<file path="src/rtl/uart_frame_pkg.sv">
// Shared types and constants for the UART frame packer.
package uart_frame_pkg;

  typedef enum logic [2:0] {
    IDLE,
    RD,
    LATCH,
    SEND,
    WAIT
  } state_t;

  // What the byte currently in flight is: frame header, payload byte or trailer.
  typedef enum logic [1:0] {
    HDR,
    DATA,
    CSUM
  } kind_t;

  localparam logic [7:0] DEFAULT_HEADER = 8'h49;

  // Total bytes on the wire for one frame.
  function automatic int unsigned frame_len(input int unsigned word_width,
                                            input int unsigned words_per_frame,
                                            input bit          checksum_en);
    return 1 + words_per_frame * (word_width / 8) + (checksum_en ? 1 : 0);
  endfunction

endpackage

</file>
<file path="src/rtl/word_byte_shifter.sv">
// Holds one FIFO word and walks through its bytes in the chosen order.
module word_byte_shifter #(
  parameter int WORD_WIDTH = 32,
  parameter bit MSB_FIRST  = 1'b1
) (
  input  logic                  clk,
  input  logic                  rst,
  input  logic                  load,
  input  logic                  shift,
  input  logic [WORD_WIDTH-1:0] word_in,
  output logic [7:0]            byte_out,
  output logic                  last_byte
);

  localparam int BYTES = WORD_WIDTH / 8;

  logic [WORD_WIDTH-1:0] sh;
  logic [3:0]            left;

  // Load a fresh word, or move the next byte into the output lane; left counts bytes still to come.
  always_ff @(posedge clk or posedge rst) begin
    if (rst) begin
      sh   <= '0;
      left <= '0;
    end else if (load) begin
      sh   <= word_in;
      left <= 4'(BYTES - 1);
    end else if (shift && (left != 4'd0)) begin
      sh   <= MSB_FIRST ? (sh << 8) : (sh >> 8);
      left <= left - 4'd1;
    end
  end

  assign byte_out  = MSB_FIRST ? sh[WORD_WIDTH-1 -: 8] : sh[7:0];
  assign last_byte = (left == 4'd0);

endmodule

</file>
<file path="src/rtl/uart_frame_packer.sv">
// Pops words from the filter FIFO and sends them as framed bytes to the UART.
//
// state | meaning
// IDLE  | no frame in progress; waits for enable and a queued word
// RD    | needs the next word; pops it once the FIFO is non-empty
// LATCH | popped word is on the FIFO data bus; captured into the shifter
// SEND  | byte is selected; waits for the transmitter to be free, then strobes
// WAIT  | byte is on the wire; waits for tx_done and picks what comes next
module uart_frame_packer
  import uart_frame_pkg::*;
#(
  parameter int          WORD_WIDTH      = 32,
  parameter int          WORDS_PER_FRAME = 1,
  parameter logic [7:0]  HEADER_BYTE     = DEFAULT_HEADER,
  parameter bit          MSB_FIRST       = 1'b1,
  parameter bit          CHECKSUM_EN     = 1'b0
) (
  input  logic                  i_clk,
  input  logic                  i_rst,
  input  logic                  i_enable,
  input  logic                  i_fifo_empty,
  input  logic [WORD_WIDTH-1:0] i_fifo_data,
  output logic                  o_fifo_rd_en,
  input  logic                  i_tx_active,
  input  logic                  i_tx_done,
  output logic [7:0]            o_tx_byte,
  output logic                  o_tx_send,
  output logic                  o_busy,
  output logic [15:0]           o_frame_cnt
);

  state_t      state, state_n;
  kind_t       kind, kind_n;
  logic [7:0]  words_left, words_left_n;
  logic [7:0]  csum, csum_n;
  logic [7:0]  tx_byte_n;
  logic        tx_send_n;
  logic        rd_en_n;
  logic [15:0] frame_cnt_n;
  logic        sh_load, sh_shift;
  logic [7:0]  sh_byte;
  logic        sh_last;
  logic [7:0]  csum_byte;

  assign csum_byte = ~csum + 8'd1;

  word_byte_shifter #(
    .WORD_WIDTH(WORD_WIDTH),
    .MSB_FIRST (MSB_FIRST)
  ) u_shifter (
    .clk      (i_clk),
    .rst      (i_rst),
    .load     (sh_load),
    .shift    (sh_shift),
    .word_in  (i_fifo_data),
    .byte_out (sh_byte),
    .last_byte(sh_last)
  );

  // Register state and all outputs; busy follows the state being entered.
  always_ff @(posedge i_clk or posedge i_rst) begin
    if (i_rst) begin
      state        <= IDLE;
      kind         <= HDR;
      words_left   <= '0;
      csum         <= '0;
      o_tx_byte    <= '0;
      o_tx_send    <= 1'b0;
      o_fifo_rd_en <= 1'b0;
      o_busy       <= 1'b0;
      o_frame_cnt  <= '0;
    end else begin
      state        <= state_n;
      kind         <= kind_n;
      words_left   <= words_left_n;
      csum         <= csum_n;
      o_tx_byte    <= tx_byte_n;
      o_tx_send    <= tx_send_n;
      o_fifo_rd_en <= rd_en_n;
      o_busy       <= (state_n != IDLE);
      o_frame_cnt  <= frame_cnt_n;
    end
  end

  // Next-state and next-output decode. The pop strobe is issued as RD is
  // entered when a word is already waiting, so the data lands in LATCH.
  always_comb begin
    state_n      = state;
    kind_n       = kind;
    words_left_n = words_left;
    csum_n       = csum;
    tx_byte_n    = o_tx_byte;
    tx_send_n    = 1'b0;
    rd_en_n      = 1'b0;
    frame_cnt_n  = o_frame_cnt;
    sh_load      = 1'b0;
    sh_shift     = 1'b0;
    case (state)
      IDLE: begin
        if (i_enable && !i_fifo_empty) begin
          kind_n       = HDR;
          words_left_n = 8'(WORDS_PER_FRAME - 1);
          csum_n       = '0;
          tx_byte_n    = HEADER_BYTE;
          state_n      = SEND;
        end
      end
      SEND: begin
        if (!i_tx_active) begin
          tx_send_n = 1'b1;
          state_n   = WAIT;
          case (kind)
            HDR:     tx_byte_n = HEADER_BYTE;
            DATA: begin
              tx_byte_n = sh_byte;
              csum_n    = csum + sh_byte;
            end
            default: tx_byte_n = csum_byte;
          endcase
        end
      end
      WAIT: begin
        if (i_tx_done) begin
          case (kind)
            HDR: begin
              kind_n  = DATA;
              state_n = RD;
              rd_en_n = !i_fifo_empty;
            end
            DATA: begin
              if (!sh_last) begin
                sh_shift = 1'b1;
                state_n  = SEND;
              end else if (words_left != 8'd0) begin
                words_left_n = words_left - 8'd1;
                state_n      = RD;
                rd_en_n      = !i_fifo_empty;
              end else if (CHECKSUM_EN) begin
                kind_n  = CSUM;
                state_n = SEND;
              end else begin
                frame_cnt_n = o_frame_cnt + 16'd1;
                state_n     = IDLE;
              end
            end
            default: begin
              frame_cnt_n = o_frame_cnt + 16'd1;
              state_n     = IDLE;
            end
          endcase
        end
      end
      RD: begin
        if (o_fifo_rd_en) begin
          state_n = LATCH;
        end else if (!i_fifo_empty) begin
          rd_en_n = 1'b1;
        end
      end
      LATCH: begin
        sh_load = 1'b1;
        state_n = SEND;
      end
      default: state_n = IDLE;
    endcase
  end

endmodule

</file>
<file path="config.mk">
export PLATFORM = sky130hd
export DESIGN_NAME = uart_frame_packer
export DESIGN_NICKNAME = d
export VERILOG_FILES = /design/src/rtl/uart_frame_pkg.sv /design/src/rtl/word_byte_shifter.sv /design/src/rtl/uart_frame_packer.sv
export SDC_FILE = /design/constraint.sdc
export NUM_CORES = 1
export LEC_CHECK = 0
export BUFFER_PORTS_ARGS = -buffer_cell sky130_fd_sc_hd__buf_2
export CORE_ASPECT_RATIO = 2
export CORE_UTILIZATION = 60
export DETAILED_ROUTE_END_ITERATION = 8
export PLACE_DENSITY = 0.88
export SYNTH_ARGS = -nofsm -noshare
export SYNTH_HDL_FRONTEND = slang
export SYNTH_SLANG_ARGS = --single-unit
</file>
<file path="constraint.sdc">
create_clock -name i_clk -period 4.82 [get_ports i_clk]
set_input_delay 0.482 -clock i_clk [delete_from_list [all_inputs] [get_ports i_clk]]
set_output_delay 0.482 -clock i_clk [all_outputs]
set_load 0.01 [all_outputs]
</file>
# After elaboration in Yosys (flattened, before gate mapping)
# Index checks and enable logic that the tools add are counted.
# word_totals
regBits,84
in_bits,38
output_inout_bits,27
elab_cells,96
# classes
addsub,5
n_eq_ne,15
n_mux,46
bitwise,2
reduce_logical,17
# op_table
operator,count
$mux W8,9
$mux W32,2
$pmux W8 S2,4
$mux W16,2
$pmux W16 S2,1
$ne A2 B2 Y1 const B,9
$add A16 B1 Y16 const B,1
$pmux W3 S5,1
$mux W1,13
$mux W3,4
$add A8 B1 Y8 const B,1
$add A8 B8 Y8,1
$mux W2,4
$mux W4,2
$not A8 Y8,1
$pmux W2 S2,2
$reduce_and A4 Y1,2
$reduce_bool A8 Y1,1
$sub A8 B1 Y8 const B,1
$eq A3 B2 Y1 const B,2
$reduce_and A6 Y1,1
$reduce_bool A2 Y1,3
$reduce_and A5 Y1,1
$logic_not A4 Y1,1
other kinds (14),16

# Logic depth before layout (Yosys ltp)
# logic_depth
ltp_word,8
mapped_depth,8
mapped_depth_nobuf,6

# By module
# From an unflattened synthesis, not the netlist that was laid out.
# unflattened
hier_cells,382
hier_area_um2,3747.3
# modules_own_cells
module,n_inst,cells_per_inst,area_each_um2,seq_area_each_um2
uart_frame_packer,1,176,1881.8,975.9
word_byte_shifter,1,206,1865.5,900.9

# Least setup slack after synthesis
# Ideal clock, no wire load.
# synth_path
kind,reg2reg
startpoint,reg u_shifter.left[0]
endpoint,reg u_shifter.sh[31]
setup_ns,0.124
arrival_ns,1.666
required_ns,4.696
setup_slack_ns,3.030
stages_incl_launch_ff,9
n_path_buf,2
synth_period_minus_slack_ns,1.790
cell_sequence,dfrtp_1 inv_1 ha_1 or3b_1 and3_1 buf_2 buf_4 a22oi_1 nand2_1
# synth_via
elab_chain_cells,7
elab_cells_between_ends,8
cone_classes,mux (4); reduce/logical (4)
# synth_lines
element,line_no,source
"start, declared",word_byte_shifter.sv:18,logic [3:0] left;
"start signal, assigned",word_byte_shifter.sv:27,left <= 4'(BYTES - 1);
"start signal, assigned",word_byte_shifter.sv:30,left <= left - 4'd1;
$logic_not A4 Y1,word_byte_shifter.sv:35,assign last_byte = (left == 4'd0);
$mux W1,uart_frame_packer.sv:131,if (!sh_last) begin
$mux W1,uart_frame_packer.sv:124,case (kind)
$mux W1,uart_frame_packer.sv:123,if (i_tx_done) begin
$mux W1,uart_frame_packer.sv:98,case (state)
$logic_and A1 B1 Y1 *,word_byte_shifter.sv:28,end else if (shift && (left != 4'd0)) begin
$reduce_bool A2 Y1 (no source line) *,-,
"end signal, assigned",word_byte_shifter.sv:26,sh <= word_in;
"end signal, assigned",word_byte_shifter.sv:29,sh <= MSB_FIRST ? (sh << 8) : (sh >> 8);
"end, declared",word_byte_shifter.sv:17,logic [WORD_WIDTH-1:0] sh;
# Every way passes the cells marked *; elsewhere a longest branch is shown, timed or not.
# A chain may end at the register's enable or synchronous reset.

# Worst setup path in the final report
# layout_path
startpoint,reg u_shifter.left[0]
endpoint,reg o_busy
# layout_via
elab_chain_cells,6
# layout_lines
element,line_no,source
$logic_not A4 Y1,word_byte_shifter.sv:35,
$mux W2,uart_frame_packer.sv:131,
$pmux W2 S2,uart_frame_packer.sv:124,
$mux W3,uart_frame_packer.sv:123,
$pmux W3 S5,uart_frame_packer.sv:98,
$reduce_bool A3 Y1,uart_frame_packer.sv:80,o_busy <= (state_n != IDLE);
"end signal, assigned",uart_frame_packer.sv:80,
"end, declared",uart_frame_packer.sv:28,"output logic o_busy,"
# Every way passes these cells.

==> impl_metrics.tcl <==
set metrics [dict create \
    first_pass_iters 6 \
    synthTopCellsByCount "80 x nand2_1, 75 x dfrtp_1, 37 x nor2_1" \
    post_cts_buffers 0 \
    postCtsResizedCells 0 \
    violations "design-rule violations" \
    powerDensity_mw_per_mm2 503 \
    drive_gt1_share_pct 23.9 \
    die_h_um 112 \
    worst_skew_pair.late_latency_ns 0.34 \
    cpLargestDelayFamily "simple AND/OR/NAND/NOR gates" \
    critical_path_class "reg2reg" \
    crit_path_max_fanout 39 \
    finalSetupViolations 0 \
    cts_tree "yes" \
    synth_top_area_share_pct 51.3 \
    clk_pin_slew_ns 0.06 \
    clock_power_share_pct 33.3 \
    ys_ff_latch 75 \
    cpMaxStageDelayCell "or3_1" \
    postSynthAreaPerCell_um2 9.48 \
    rows 39 \
    status "finished with violations" \
    start_util_pct 63.0 \
    tightest_slew_ns 0.951 \
    fin_crit_ns 2.26 \
    yosys_warnings 0 \
    cts_root_buf "clkbuf_16" \
    synth_nets 428 \
    power_frac_comb_pct 23.3 \
    crit_end "o_busy" \
    fin_crit_sh_pct 47.0 \
    startpoint "u_shifter.left[0]" \
    slowest_delay_ns 0.41 \
    synth-edff-count 0 \
    worst-path-stages 7 \
    tns_ns 0 \
    grt_pass1_wl_um 12900 \
    syn-cell-area_mm2 0.00366 \
    fin_cells 508 \
    slew_violations 0 \
    r2r_cells 7 \
    placed_area_mm2 0.00397 \
    dp_slack_ns 2.59 \
    antenna_found_initial 0 \
    stdcell_area_mm2 0.00430 \
    synth_cell_types 55 \
    drv_cap 0 \
    leakagePower_nw 2.11 \
    dp_hpwl_um 5160 \
    grt_overflow 0 \
    hp-class "in2reg" \
    p_seq_share_pct 43.4 \
    required_ns 5.02 \
    place_inst 492 \
    die_width_um 57.2 \
    synth-async-reset-ratio_pct 100 \
    synth_compound_area_share_pct 10.5 \
    synth_area_leaders "dfrtp_1 51%, nand2_1 8.2%, nor2_1 3.8%" \
    switching_share_pct 31.4 \
    cts_buffer_depth 2 \
    ys_seq_area_share_pct 51.3 \
    vias 2988 \
    synth.mux.area_fraction_pct 0.581 \
    wire_per_inst_um 14.9 \
    synthToLayoutAreaGrowth_pct 17.4 \
    ys.flop_type "dfrtp_1" \
    drt-initial-drc-count 134 \
    r2r-start "u_shifter.left[0]" \
    fmax_mhz 442 \
    fillers 427 \
    fin_nets 484 \
    setup_ws_ns 2.56 \
    grt_pass1_vias 2958 \
    ant_nets 0 \
    coreArea_mm2 0.00581 \
    detail_route.drc_violations 8 \
    r2r_end "o_busy" \
    switching_power_mw 0.679 \
    synthXorXnorAreaFrac_pct 3.59 \
    path_cells "inv_1 > ha_1 > or3b_1 > nand3_1 > buf_4 > o21ai_0 > or3_1" \
    r2r_slack_ns 2.56 \
    relSlewSlack_pct 36.2 \
    skew_ns 0.00741 \
    ios 65 \
    cts_sinks 75 \
    utilization_pct 74.0 \
    htree_levels 3 \
    rsz0062_at_grt "false" \
    worst_ep_arrival_time_ns 2.46 \
    synth_fa_ha_area_share_pct 1.37 \
    die_area_mm2 0.00644 \
    critPathBufInv 2 \
    portBuffers 64 \
    vdd_drop_max_mv 0.382 \
    syn_inst 386 \
    synth_most_common_cell "nand2_1" \
    diodes 0 \
    grt_use_total_pct 26.1 \
    p_int_mw 1.48 \
    fin_total_pwr_mw 2.16 \
    gp_congestion 0.818 \
    wl_um 7550 \
    crit_path_start_kind "flop" \
    cts_hold_buf 0 \
    cts_buffers 9 \
    via_per_inst 5.88 \
    hold_viol_final 0 \
    yosys.area_share.simple_pct 28.5 \
    critPathCaptureType "flop" \
    grt_max_degree 76 \
    synth_top_family_by_area "simple AND/OR/NAND/NOR gates" \
    holdWs_ns 0.335 \
    yosysTopAreaCell "dfrtp_1" \
]
[area by class of cell]
type | instances | area [um^2] | area share (%)
multi-input combinational | 277 | 1630 | 37.9
tap | 61 | 76.3 | 1.78
inverter | 12 | 45.0 | 1.05
clock buffer | 10 | 239 | 5.56
sequential | 75 | 1880 | 43.7
clock inverter | 6 | 88.8 | 2.07
timing repair buffer | 67 | 343 | 7.97
[worst min path at each step]
stage,start,end,slack (ns),depth (start not counted)
after global placement,o_frame_cnt[15],o_frame_cnt[15],0.45,1
final,i_fifo_data[0],u_shifter.sh[0],0.34,3
after global routing,i_fifo_data[5],u_shifter.sh[5],0.34,3
after CTS,i_fifo_data[6],u_shifter.sh[6],0.33,3
after floorplan,words_left[0],words_left[0],0.46,1
after detailed placement,o_frame_cnt[15],o_frame_cnt[15],0.45,1
[power groups by stage]
stage	Clock [mW]	Combinational, mW	Sequential [mW]
floorplan	0	0.402	0.908
global placement	0	0.484	0.935
detailed placement	0	0.504	0.945
CTS	0.729	0.509	0.937
global route	0.753	0.574	0.964
finish	0.721	0.505	0.938
[worst reg2reg max path: cells and delay by family, from the launching register on]
family                     cells  cell delay, ns
and+or+nand+nor                3            0.91
buffers and inverters          2            0.43
DFF                            1            0.40
adders and majority gates      1            0.20
AOI/OAI and AO/OA              1            0.20
[cells by family (layout without fill, tap and decap cells)]
group / Yosys count / count (layout)
simple gates: 194 / 194
flops: 75 / 75
compound gates: 62 / 62
buf+inv: 34 / 95
xor+xnor: 15 / 15
fa+ha+maj: 4 / 4
mux: 2 / 2
[registers in the layout, indices dropped and copies added, names as in the netlist]
| signal | cells |
|---|---|
| u_shifter.sh | 32 |
| o_frame_cnt | 16 |
| o_tx_byte | 8 |
| words_left | 8 |
| u_shifter.left | 4 |
| state | 3 |
| kind | 1 |
| o_busy | 1 |
| o_fifo_rd_en | 1 |
| o_tx_send | 1 |
[per-layer routing]
metal / global-route usage (%) / part of all wire (%) / routed length (um)
met5: 0 / 0 / 0
met4: 16.1 / 2.9 / 216
met3: 4.61 / 4.5 / 341
met2: 45.3 / 55 / 4130
met1: 28.9 / 38 / 2860
[cell usage in the layout (no fill, tap or decap), drive strengths merged, types with 2 or more instances in the layout]
master	n
xnor2	4
inv	12
or4b	2
nand2	80
a21oi	7
or3	4
clkinvlp	2
nor4	5
ha	4
o211ai	2
dfrtp	75
nand2b	4
and2	2
and3	2
nor3	17
buf	67
and4	2
and4bb	2
o22ai	8
a31oi	16
nor2	37
xor2	11
or2	3
o311ai	2
nor3b	4
nand4bb	4
bufinv	2
clkinv	2
o21ai	18
nand3	20
clkbuf	10
No activity file was read; power rests on OpenSTA's default activity.
